===== src/rtl/disp_write_arb.sv =====
// disp_write_arb
//
// Shares the single display-RAM write port between two requesters and owns a
// clear-screen sequencer that fills cells 0..CLEAR_WORDS-1 with CLEAR_DATA.
//
// Ports:
//   clk, reset_ni          - rising-edge clock, asynchronous active-low reset
//   clear_i                - one-cycle pulse starting a clear (ignored while clearing)
//   clear_busy_o           - high while a clear is in progress
//   reqN_valid_i           - requester N has a write pending
//   reqN_ready_o           - combinational accept for requester N this cycle
//   reqN_addr_i/data_i     - requester N write address / cell word
//   wr_en_o/addr_o/data_o  - registered display-RAM write port
module disp_write_arb #(
    parameter int          ADDR_W      = 12,
    parameter int          CLEAR_WORDS = 2400,
    parameter logic [15:0] CLEAR_DATA  = 16'h0F20
) (
    input  logic              clk,
    input  logic              reset_ni,
    input  logic              clear_i,
    output logic              clear_busy_o,
    input  logic              req0_valid_i,
    output logic              req0_ready_o,
    input  logic [ADDR_W-1:0] req0_addr_i,
    input  logic [15:0]       req0_data_i,
    input  logic              req1_valid_i,
    output logic              req1_ready_o,
    input  logic [ADDR_W-1:0] req1_addr_i,
    input  logic [15:0]       req1_data_i,
    output logic              wr_en_o,
    output logic [ADDR_W-1:0] wr_addr_o,
    output logic [15:0]       wr_data_o
);

    localparam int CNT_W = (CLEAR_WORDS > 1) ? $clog2(CLEAR_WORDS) : 1;
    localparam logic [CNT_W-1:0] LAST_IDX = CNT_W'(CLEAR_WORDS - 1);

    typedef enum logic {
        ARB   = 1'b0,
        CLEAR = 1'b1
    } state_t;

    state_t           state;
    state_t           next_state;
    logic [CNT_W-1:0] counter;
    logic             last_grant;

    // State register
    always_ff @(posedge clk or negedge reset_ni) begin
        if (!reset_ni) begin
            state <= ARB;
        end else begin
            state <= next_state;
        end
    end

    // Next-state logic: a clear pulse in ARB always wins; the clear runs until
    // the final cell index has been issued and cannot be restarted mid-way.
    always_comb begin
        next_state = state;
        if (state == ARB) begin
            if (clear_i) begin
                next_state = CLEAR;
            end
        end else begin
            if (counter == LAST_IDX) begin
                next_state = ARB;
            end
        end
    end

    // Ready generation: round-robin on contention, last_grant names the
    // requester served most recently, so the other one wins the next tie.
    always_comb begin
        req0_ready_o = 1'b0;
        req1_ready_o = 1'b0;
        if (state == ARB && !clear_i) begin
            if (req0_valid_i && (!req1_valid_i || last_grant)) begin
                req0_ready_o = 1'b1;
            end else if (req1_valid_i) begin
                req1_ready_o = 1'b1;
            end
        end
    end

    // Registered write port, clear counter, busy flag and round-robin memory.
    // The write strobe defaults low every cycle while address and data hold.
    // The counter stops on the last index instead of wrapping.
    always_ff @(posedge clk or negedge reset_ni) begin
        if (!reset_ni) begin
            wr_en_o      <= 1'b0;
            wr_addr_o    <= '0;
            wr_data_o    <= '0;
            clear_busy_o <= 1'b0;
            counter      <= '0;
            last_grant   <= 1'b1;
        end else begin
            wr_en_o <= 1'b0;
            if (state == ARB) begin
                if (clear_i) begin
                    counter      <= '0;
                    clear_busy_o <= 1'b1;
                end else if (req0_ready_o) begin
                    wr_en_o    <= 1'b1;
                    wr_addr_o  <= req0_addr_i;
                    wr_data_o  <= req0_data_i;
                    last_grant <= 1'b0;
                end else if (req1_ready_o) begin
                    wr_en_o    <= 1'b1;
                    wr_addr_o  <= req1_addr_i;
                    wr_data_o  <= req1_data_i;
                    last_grant <= 1'b1;
                end
            end else begin
                wr_en_o   <= 1'b1;
                wr_addr_o <= ADDR_W'(counter);
                wr_data_o <= CLEAR_DATA;
                if (counter == LAST_IDX) begin
                    clear_busy_o <= 1'b0;
                end else begin
                    counter <= counter + 1'b1;
                end
            end
        end
    end

endmodule

===== config.mk =====
export PLATFORM = sky130hd
export DESIGN_NAME = disp_write_arb
export DESIGN_NICKNAME = d
export VERILOG_FILES = /design/src/rtl/disp_write_arb.sv
export SDC_FILE = /design/constraint.sdc
export NUM_CORES = 1
export LEC_CHECK = 0
export BUFFER_PORTS_ARGS = -buffer_cell sky130_fd_sc_hd__buf_2
export CORE_AREA = 2 2 80 63
export DETAILED_ROUTE_END_ITERATION = 6
export DIE_AREA = 0 0 82 65
export PLACE_DENSITY = 0.82
export SKIP_LAST_GASP = 1
export SLEW_MARGIN = 20
export SYNTH_ARGS = -nofsm -noshare
export SYNTH_HDL_FRONTEND = slang
export SYNTH_SLANG_ARGS = --single-unit

===== constraint.sdc =====
create_clock -name clk -period 5.57 [get_ports clk]
set_clock_uncertainty 0.2 [all_clocks]
set_input_delay 0.557 -clock clk [delete_from_list [all_inputs] [get_ports clk]]
set_output_delay 0.557 -clock clk [all_outputs]
set_load 0.02 [all_outputs]

==> results of run 1 <==
-- path summary, 6_finish.rpt --
| check | depth (start not counted) | start | slack, ps | endpoint |
|---|---|---|---|---|
| worst min register to register | 2 | last_grant | 260 | last_grant |
| min in group clk | 2 | last_grant | 260 | last_grant |
| worst min-delay path | 1 | reset_ni | 210 | wr_data_o[15] |
| worst max register to register | 4 | state | 2680 | wr_data_o[1] |
| max in group asynchronous | 1 | reset_ni | 4380 | wr_data_o[11] |
| worst max-delay path | 4 | state | 1980 | req0_ready_o |
-- cells in the mapped netlist --
cell type	number	area share (%)
and3_1	1	0.28
ha_1	1	0.57
nor2b_1	1	0.28
o31a_1	1	0.40
clkinv_1	1	0.17
o2bb2ai_1	11	4.4
and2_1	2	0.57
and4bb_1	1	0.57
xnor2_1	4	1.6
a21oi_1	8	1.8
nand3_1	5	1.1
clkbuf_1	6	1.0
a31oi_1	3	0.85
inv_1	4	0.68
nand2b_1	1	0.28
and4_1	1	0.40
o21ai_0	2	0.45
nor4_1	2	0.57
or4_1	1	0.34
xor2_1	2	0.79
buf_6	2	1.0
o21ai_1	17	3.9
buf_2	7	1.6
nor2_1	10	1.7
nor3b_1	1	0.34
nor3_1	1	0.23
dfrtp_1	43	49
o22ai_1	8	2.3
nand2_1	25	4.2
o21a_1	1	0.34
inv_2	1	0.17
a22oi_1	12	4.1
a41o_1	1	0.45
nand2_2	1	0.28
a22o_1	1	0.40
mux2i_1	24	11
dfstp_2	1	1.2
nand4_1	3	0.85
o31ai_1	1	0.34
-- kinds of logic after synthesis --
| kind of cell | count (synthesis) |
|---|---|
| AO/OA/AOI/OAI | 66 |
| XOR/XNOR | 6 |
| adder cells (fa/ha/maj) | 1 |
| buffers and inverters | 21 |
| flip-flops | 44 |
| multiplexers | 24 |
| AND/OR/NAND/NOR | 56 |
-- cell type report --
class / instances / area share [%]
clock buffers: 7 / 3.45
repair buffers: 92 / 16.5
clock inverters: 1 / 1.08
multi-input cells: 153 / 36.0
well taps: 60 / 2.69
inverters: 6 / 0.807
flip-flops and latches: 44 / 39.5
-- layout by cell type (no fill, tap or decap), types with 7 or more instances in the layout --
cell	Yosys	layout
buf_2	7	92
dfrtp_1	43	43
a21oi_1	8	8
clkbuf_8	0	7
o22ai_1	8	8
o2bb2ai_1	11	11
nor2_1	10	10
o21ai_1	17	17
mux2i_1	24	24
a22oi_1	12	12
nand2_1	25	25
-- layer usage --
metal / global-route usage [%] / up-vias / routed length (um)
li1: - / 960 / -
met1: 28.6 / 914 / 2470
met2: 33.3 / 92 / 2330
met3: 4.18 / 7 / 390
met4: 6.25 / 0 / 50
met5: 0 / - / 0
-- state kept, by name, summed over array words and instances (netlist names) --
signal	flops
wr_data_o	16
last_grant	1
counter	12
wr_en_o	1
clear_busy_o	1
state	1
wr_addr_o	12
-- report_power, final --
| part | switching [mW] | total, mW | internal, mW |
|---|---|---|---|
| Clock | 0.106 | 0.264 | 0.158 |
| Sequential | 0.0944 | 0.494 | 0.400 |
| Combinational | 0.151 | 0.279 | 0.127 |
| Total | 0.351 | 1.04 | 0.686 |
-- per-stage QoR --
| stage | power, mW | hold WS, ps |
|---|---|---|
| finish | 1.04 | 206 |
| global route | 1.10 | 261 |
| CTS | 1.04 | 234 |
| detailed placement | 0.778 | 251 |
| global placement | 0.765 | 249 |
| floorplan | 0.672 | 61.4 |
==> summary.md, run 1 <==
| Metric | Value |
|---|---|
| Status | `complete, no violations` |
| Number of buffers inserted for hold repair after clock tree synthesis | `0` |
| Sum of routed wire length over all layers | `5240 um` |
| Slowest library cell on the worst path | `nand3_1` |
| Root buffer selected by CTS | `clkbuf_8` |
| Pins Over Slew Limit | `0` |
| CTS clock-pin slew for the worst setup and hold paths | `~80 ps` |
| Critical-path cell list | `nor2_1 > nand3_1 > inv_2 > buf_2` |
| Xor/xnor cell area share of the yosys netlist | `under 10%` |
| Sum of overflow across all layers after global routing | `0` |
| Clock tree from TritonCTS | `built` |
| Number of violations of the max-capacitance limit | `0` |
| Fraction of the mapped netlist area in adder cells | `0.566%` |
| Period utilization | `64.4%` |
| Path category of the worst min-delay check | `primary input to asynchronous set/reset pin` |
| Inst Count DP | `355` |
| Area used by multi-input combinational logic | `1000 um^2` |
| Maximum number of buffers from clock root to sink | `2` |
| Post-cts resize count | `0` |
| Post-synthesis mux area share | `a little over a tenth` |
| Crit-path max cell delay | `800 ps` |
| Setup violations, final | `0` |
| Placer congestion estimate | `0.836` |
| Number of cell rows | `22` |
| IO Port Bufs | `92` |
| Worst setup SP type | `flop` |
| WP data required | `4810 ps` |
| Synth Area in Compound Gates | `19.6%` |
| Transition time at the pin with the least slew margin | `approximately 1100 ps` |
| Skew-Pair Late Insertion Delay | `between 200 and 300 ps` |
| Cell area after synthesis | `2210 um^2` |
| Number of nets in the synthesized netlist | `280` |
| Number of buffers inserted during clock tree synthesis | `5` |
| Power per unit of standard cell area | `371 nW/um^2` |
| Fraction of final layout cells sized beyond drive strength 1 | `between 30% and 40%` |
| Area of the die | `between 5000 and 6000 um^2` |
| Largest fanout on the critical path | `19` |
| Count of routing violations after the opening detailed-route iteration | `72` |
| Share of synthesized area occupied by flip-flops and latches | `between 40% and 50%` |
| Via count of the first global-routing pass | `1890` |
| Buffer and inverter count on the worst path | `2` |
| Diodes inserted | `0` |
| Peak Freq | `0.279 GHz` |
| Average wire per standard cell | `14.4 um` |
| Utilization after layout | `between 60% and 70%` |
| Fill cell instance count of the final layout | `421` |
| Total area of sequential cells | `1100 um^2` |
| Remaining antenna violation count after routing | `0` |
| Placed Area | `2670 um^2` |
| Kind of cell adding the most delay to the critical path | `simple AND/OR/NAND/NOR gates` |
| Total number of clock tree sinks | `44` |
| Die span in x | `82 um` |
| Worst Setup Slack, final | `1980 ps` |
| Synth unique cells | `39` |
| HPWL Detailed | `about 3900 um` |
| Slew HR | `29.1%` |
| Pre-CTS setup slack | `2270 ps` |
| H-tree depth | `2` |
| Final min period | `roughly 3600 ps` |
| Global-route total usage across every layer | `around a fifth` |
| Boundary pin count | `93` |
| Ys Warns | `0` |
| Maximum number of pins on one net before global-route repair | `45` |
| Area of the core region | `4620 um^2` |
| IR Drop Worst-Case VDD | `0.000253 V` |
| Number of detailed-route iterations in the first pass | `4` |
| Final hold violation count | `0` |
| Synthesized area divided by synthesized cell count | `roughly 10 um^2` |
| Post-detailed-route via-to-cell ratio | `~5.4` |
| Post-CTS setup buffer count | `0` |
| Worst Path Arrival | `2830 ps` |
| Global-route wire length before repair | `between 8000 and 9000 um` |
| Area Growth Syn to Fin | `26.3%` |
| Initial antenna violation count | `0` |
| DRC violation count after routing | `0` |
| Starting utilization of the core area | `47.8%` |
| Critical Path Sink Type | `output pin` |
| Final std cells w/o fill | `363` |
| Setup TNS | `0 ps` |
| Post-Synthesis Cells | `218` |
| Combinational family with the most area after synthesis | `compound AO/OA/AOI/OAI gates` |
| Unrepaired setup endpoints after global routing | `false` |
| Height of the chip | `65 um` |
| Cell area after layout | `2790 um^2` |
| Final #Nets | `between 300 and 400` |
| Simple-gate share of the synthesized area | `12.1%` |
| Count of state elements after synthesis | `44` |
| Critical setup path kind | `flop to output pin` |
| Leak Pwr | `1.44 nW` |
| Routed vias | `1973` |
Note: power is estimated with default switching activity, not from simulation.
==> run 2, diff against run 1 <==
CORE_AREA = 2 2 82 64   (was 2 2 80 63)
DIE_AREA = 0 0 84 66   (was 0 0 82 65)
PLACE_DENSITY = 0.79   (was 0.82)
clock period = 3.4 ns   (was 5.57 ns; I/O delays follow)
==> summary.md, run 2 (synthesis gave the netlist of run 1 again) <==
| Metric | Value |
|---|---|
| Status | `complete, no violations` |
| HPWL Detailed | `3920 um (+1.2%)` |
| Largest fanout on the critical path | `19 (unchanged)` |
| Count of routing violations after the opening detailed-route iteration | `135 (+88%)` |
| Diodes inserted | `0 (unchanged)` |
| DRC violation count after routing | `0 (unchanged)` |
| Most common cell on crit path | `nor2_1` |
| Power per unit of standard cell area | `609 nW/um^2 (+64%)` |
| Worst Setup Slack, final | `791 ps (-1190 ps)` |
| Average wire per standard cell | `14.5 um (+0.41%)` |
| Period utilization | `between 70 and 80%` |
| Flip-flop count of the largest register after layout | `16 (unchanged)` |
| Power Total | `1.73 mW (+67%)` |
| Kind of cell adding the most delay to the critical path | `simple AND/OR/NAND/NOR gates` |
| Slew HR | `40.7% (+12 points)` |
| Area of the die | `5540 um^2 (+4.0%)` |
| Pins Over Slew Limit | `0 (unchanged)` |
| Path category of the worst min-delay check | `primary input to flop` |
| Clock tree from TritonCTS | `built` |
| Number of cell rows | `22 (unchanged)` |
| H-tree depth | `2 (unchanged)` |
| Critical setup path kind | `flop to output pin` |
| Transition time at the pin with the least slew margin | `884 ps (-177 ps)` |
| Area used by multi-input combinational logic | `1000 um^2 (unchanged)` |
| WP data required | `2860 ps (-1950 ps)` |
| Global-route total usage across every layer | `19.5% (-1.3 points)` |
| Initial antenna violation count | `0 (unchanged)` |
| Final #Nets | `367 (+0.82%)` |
| Top register by number of flip-flops | `wr_data_o` |
| Critical-path cell list | `nor2_1 > nand2_2 > nor2_1 > buf_2` |
| CTS clock-pin slew for the worst setup and hold paths | `80 ps (about the same)` |
| Most common library cell in the layout ignoring fill and taps | `buf_2` |
| Pre-CTS setup slack | `1070 ps (-1200 ps)` |
| Sum of overflow across all layers after global routing | `0 (unchanged)` |
| Setup violations, final | `0 (unchanged)` |
| Total area of sequential cells | `1100 um^2 (unchanged)` |
| Area Growth Syn to Fin | `28.3%` |
| Final min period | `between 2000 and 3000 ps` |
| Number of buffers inserted during clock tree synthesis | `5 (unchanged)` |
| Remaining antenna violation count after routing | `0 (unchanged)` |
| Boundary pin count | `93 (unchanged)` |
| Largest registers | `wr_data_o x16, counter x12, wr_addr_o x12` |
| Peak Freq | `0.383 GHz` |
| Via count of the first global-routing pass | `1755 (-7.1%)` |
| Buffer and inverter count on the worst path | `1 (-1)` |
| Depth of the worst register-to-register path | `4 (unchanged)` |
| Hold Path Depth | `2` |
| WHS | `47.9 ps (-158 ps)` |
| Final hold violation count | `0 (unchanged)` |
| Post-CTS setup buffer count | `0 (unchanged)` |
| Global-route wire length before repair | `8470 um (-0.81%)` |
| Worst Path Arrival | `2070 ps (-760 ps)` |
| Post-cts resize count | `0 (unchanged)` |
| Fill cell instance count of the final layout | `412 (-2.1%)` |
| Starting utilization of the core area | `46.4% (-1.4 points)` |
| Fraction of final layout cells sized beyond drive strength 1 | `34.0% (about the same)` |
| Crit-path max cell delay | `620 ps (-180 ps)` |
| Worst setup SP type | `flop` |
| Area of the core region | `4760 um^2 (+3.0%)` |
| Setup TNS | `0 ps (unchanged)` |
| Total number of clock tree sinks | `44 (unchanged)` |
| Maximum number of buffers from clock root to sink | `2 (unchanged)` |
| Height of the chip | `66 um (+1.5%)` |
| Die span in x | `84 um (+2.4%)` |
| IR Drop Worst-Case VDD | `0.000375 V (+48%)` |
| Most frequent cells in the layout | `buf_2 (92), dfrtp_1 (43), nand2_1 (25)` |
| Crit path depth | `4 (unchanged)` |
| Number of detailed-route iterations in the first pass | `4 (unchanged)` |
| Number of violations of the max-capacitance limit | `0 (unchanged)` |
| Post-detailed-route via-to-cell ratio | `5.40 (-0.62%)` |
| Critical Path Sink Type | `output pin` |
| Slowest library cell on the worst path | `dfrtp_1` |
| Maximum number of pins on one net before global-route repair | `45 (unchanged)` |
| Leak Pwr | `1.46 nW (+1.3%)` |
| Sum of routed wire length over all layers | `5310 um (+1.2%)` |
| Unrepaired setup endpoints after global routing | `false` |
| Placer congestion estimate | `0.887 (+6.1%)` |
| Root buffer selected by CTS | `clkbuf_8` |
| Skew-Pair Late Insertion Delay | `290 ps (about the same)` |
| Routed vias | `1977 (+0.20%)` |
| IO Port Bufs | `92 (unchanged)` |
[run 2: changes by cell type in the layout (fill, tap and decap cells not counted)]
cell           previous run  this run
bufinv_16                 1         2
clkbuf_1                  0         1
buf_12                    0         1
dlygate4sd3_1             0         1
buf_4                     0         1
clkbuf_8                  7         5
[run 2: per-stage QoR]
stage	utilization (%)	instance area [um^2]	cells
2_1_floorplan	-	2210	218
3_5_place_dp	56.1	2670	356
4_1_cts	58.9	2810	364
6_report	59.5	2840	366
3_3_place_gp	56.1	2670	356
5_1_grt	59.5	2840	366
[run 2: what timing repair did]
item,in CTS,in global routing
hold buffers,0,1
setup endpoints to repair,0,0
hold endpoints to repair,0,11
[run 2: routing by layer]
layer  part of all wire (%)  up-vias  GRT usage [%]
li1                       -      969              -
met1                     47      914           28.6
met2                     43       89           28.6
met3                    8.3        5           4.49
met4                    1.1        0           6.65
met5                      0        -              0
[run 2: area by class of cell]
cell class              instances  area share [%]
clock buffers                   6            2.56
clock inverters                 2            2.12
inverters                       6           0.794
multi-input cells             153            35.4
flip-flops and latches         44            38.9
well taps                      60            2.65
repair buffers                 95            17.6
[run 2: path summary, 6_finish.rpt]
path,start,endpoint,slack (ps)
max,state,req1_ready_o,790
min,req0_data_i[12],wr_data_o[12],50
max reg2reg,state,counter[5],1070
min reg2reg,last_grant,last_grant,260
max in group asynchronous,reset_ni,last_grant,2200
min in group asynchronous,reset_ni,wr_addr_o[6],270
[run 2: where the power goes]
group	switching (mW)	leakage [nW]	internal [mW]	total [mW]
Combinational	0.244	0.875	0.211	0.455
Clock	0.171	0.0654	0.294	0.465
Sequential	0.151	0.523	0.655	0.806
==> run 3, diff against run 2 <==
CORE_AREA = 2 2 86 68   (was 2 2 82 64)
DIE_AREA = 0 0 88 70   (was 0 0 84 66)
PLACE_DENSITY = 0.75   (was 0.79)
clock period = 2.35 ns   (was 3.4 ns; I/O delays follow)
==> summary.md, run 3 (synthesis gave the netlist of run 1 again) <==
| Metric | Value |
|---|---|
| Leak Pwr | `1.55 nW (+6.1%)` |
| Die span in x | `88 um (+4.8%)` |
| Most common library cell in the layout ignoring fill and taps | `buf_2` |
| Maximum number of pins on one net before global-route repair | `26 (-42%)` |
| Unrepaired setup endpoints after global routing | `false` |
| Remaining antenna violation count after routing | `0 (unchanged)` |
| Boundary pin count | `93 (unchanged)` |
| Root buffer selected by CTS | `clkbuf_8` |
| Setup TNS | `0 ps (unchanged)` |
| Most frequent cells in the layout | `buf_2 (92), dfrtp_1 (43), nand2_1 (25)` |
| Critical Path Sink Type | `output pin` |
| Area Growth Syn to Fin | `37.9%` |
| Final #Nets | `389 (+6.0%)` |
| IO Port Bufs | `92 (unchanged)` |
| Utilization after layout | `56.1% (-3.5 points)` |
| Fraction of final layout cells sized beyond drive strength 1 | `34.1% (+0.16 points)` |
| Starting utilization of the core area | `40.7% (-5.7 points)` |
| Area of the core region | `5440 um^2 (+14%)` |
| Setup violations, final | `0 (unchanged)` |
| Count of routing violations after the opening detailed-route iteration | `94 (-30%)` |
| Routed vias | `2056 (+4.0%)` |
| Period utilization | `between 90% and 100%` |
| Power per unit of standard cell area | `808 nW/um^2 (+33%)` |
| Cell area after layout | `3050 um^2 (+7.5%)` |
| Global-route total usage across every layer | `18.7% (-0.79 points)` |
| Number of detailed-route iterations in the first pass | `4 (unchanged)` |
| Final hold violation count | `0 (unchanged)` |
| Top register by number of flip-flops | `wr_data_o` |
| Final min period | `2160 ps` |
| Placer congestion estimate | `0.906 (+2.1%)` |
| Transition time at the pin with the least slew margin | `875 ps (-8.46 ps)` |
| Number of cell rows | `24 (+9.1%)` |
| Global-route wire length before repair | `9030 um (+6.7%)` |
| Number of buffers inserted during clock tree synthesis | `5 (unchanged)` |
| Pins Over Slew Limit | `0 (unchanged)` |
| Clock tree from TritonCTS | `built` |
| HPWL Detailed | `4020 um (+2.7%)` |
| Post-CTS setup buffer count | `0 (unchanged)` |
| Via count of the first global-routing pass | `1930 (+10%)` |
| Number of violations of the max-capacitance limit | `0 (unchanged)` |
| IR Drop Worst-Case VDD | `0.000454 V (+21%)` |
| Largest registers | `wr_data_o x16, counter x12, wr_addr_o x12` |
| Sum of routed wire length over all layers | `5530 um (+4.1%)` |
| Slew HR | `41.3% (+0.57 points)` |
| Status | `complete, no violations` |
| Worst Path Arrival | `1720 ps (-350 ps)` |
| Worst setup SP type | `flop` |
| CTS clock-pin slew for the worst setup and hold paths | `80 ps (about the same)` |
| Largest fanout on the critical path | `13 (-6)` |
| Fill cell instance count of the final layout | `494 (+20%)` |
| Peak Freq | `~0.46 GHz` |
| Flip-flop count of the largest register after layout | `16 (unchanged)` |
| H-tree depth | `2 (unchanged)` |
| DRC violation count after routing | `0 (unchanged)` |
| Average wire per standard cell | `13.6 um (-6.1%)` |
| WP data required | `1910 ps (-950 ps)` |
| Skew-Pair Late Insertion Delay | `290 ps (about the same)` |
| Placed Area | `2750 um^2 (+2.8%)` |
| Height of the chip | `70 um (+6.1%)` |
| Initial antenna violation count | `0 (unchanged)` |
| Sum of overflow across all layers after global routing | `0 (unchanged)` |
| Critical setup path kind | `flop to output pin` |
| Area of the die | `6160 um^2 (+11%)` |
| Post-detailed-route via-to-cell ratio | `5.06 (-6.2%)` |
| Total number of clock tree sinks | `44 (unchanged)` |
| Power Total | `2.46 mW (+43%)` |
| Diodes inserted | `0 (unchanged)` |
| Path category of the worst min-delay check | `primary input to flop` |
| Maximum number of buffers from clock root to sink | `2 (unchanged)` |
[run 3: final cells by class]
cell class | count | area (um^2) | share of cell area (%)
clock buffers | 7 | 96.3 | 3.16
clock inverters | 1 | 30.0 | 0.986
inverters | 6 | 22.5 | 0.739
multi-input cells | 153 | 1010 | 33.1
flip-flops and latches | 44 | 1100 | 36.2
well taps | 78 | 97.6 | 3.20
repair buffers | 117 | 691 | 22.7
[run 3: what timing repair did]
action | CTS | global route
setup endpoints to repair | 0 | 1
resized for setup | 0 | 1
hold buffers | 17 | 0
hold endpoints to repair | 39 | 0
[run 3: final timing paths]
kind                                       from       endpoint  slack [ps]  depth (start not counted)
min in group asynchronous              reset_ni   wr_addr_o[6]         260                          2
worst max register to register       counter[0]     counter[5]         220                          5
worst min-delay path            req0_addr_i[10]  wr_addr_o[10]           9                          3
max in group asynchronous              reset_ni   wr_addr_o[3]        1030                          3
worst min register to register       last_grant     last_grant         260                          2
worst max-delay path                      state   req0_ready_o         190                          4
[run 3: routing by layer]
layer / GRT usage (%) / vias to the layer above / wire [um]
li1: - / 1015 / -
met1: 26.5 / 944 / 2610
met2: 28.1 / 90 / 2430
met3: 4.14 / 7 / 401
met4: 7.01 / 0 / 91
met5: 0 / - / 0
[run 3: worst max-delay path, cell delays in order, from the launching register on]
cell     delay (ps)
dfrtp_1         470
nor2_2          270
nand3_1         220
inv_2           250
buf_2           210
[run 3: metrics by stage]
stage,std cells,worst slack (ps),hold slack [ps]
floorplan,218,301,-261
global placement,381,292,50.1
detailed placement,381,228,45.3
CTS,406,57.2,1.63
global route,406,59.7,14.8
finish,406,195,8.97
[run 3: power by group]
part	internal, mW	switching (mW)	leakage, nW	total (mW)
clock network	0.375	0.244	0.0645	0.619
registers	0.948	0.210	0.523	1.16
logic	0.322	0.362	0.965	0.684
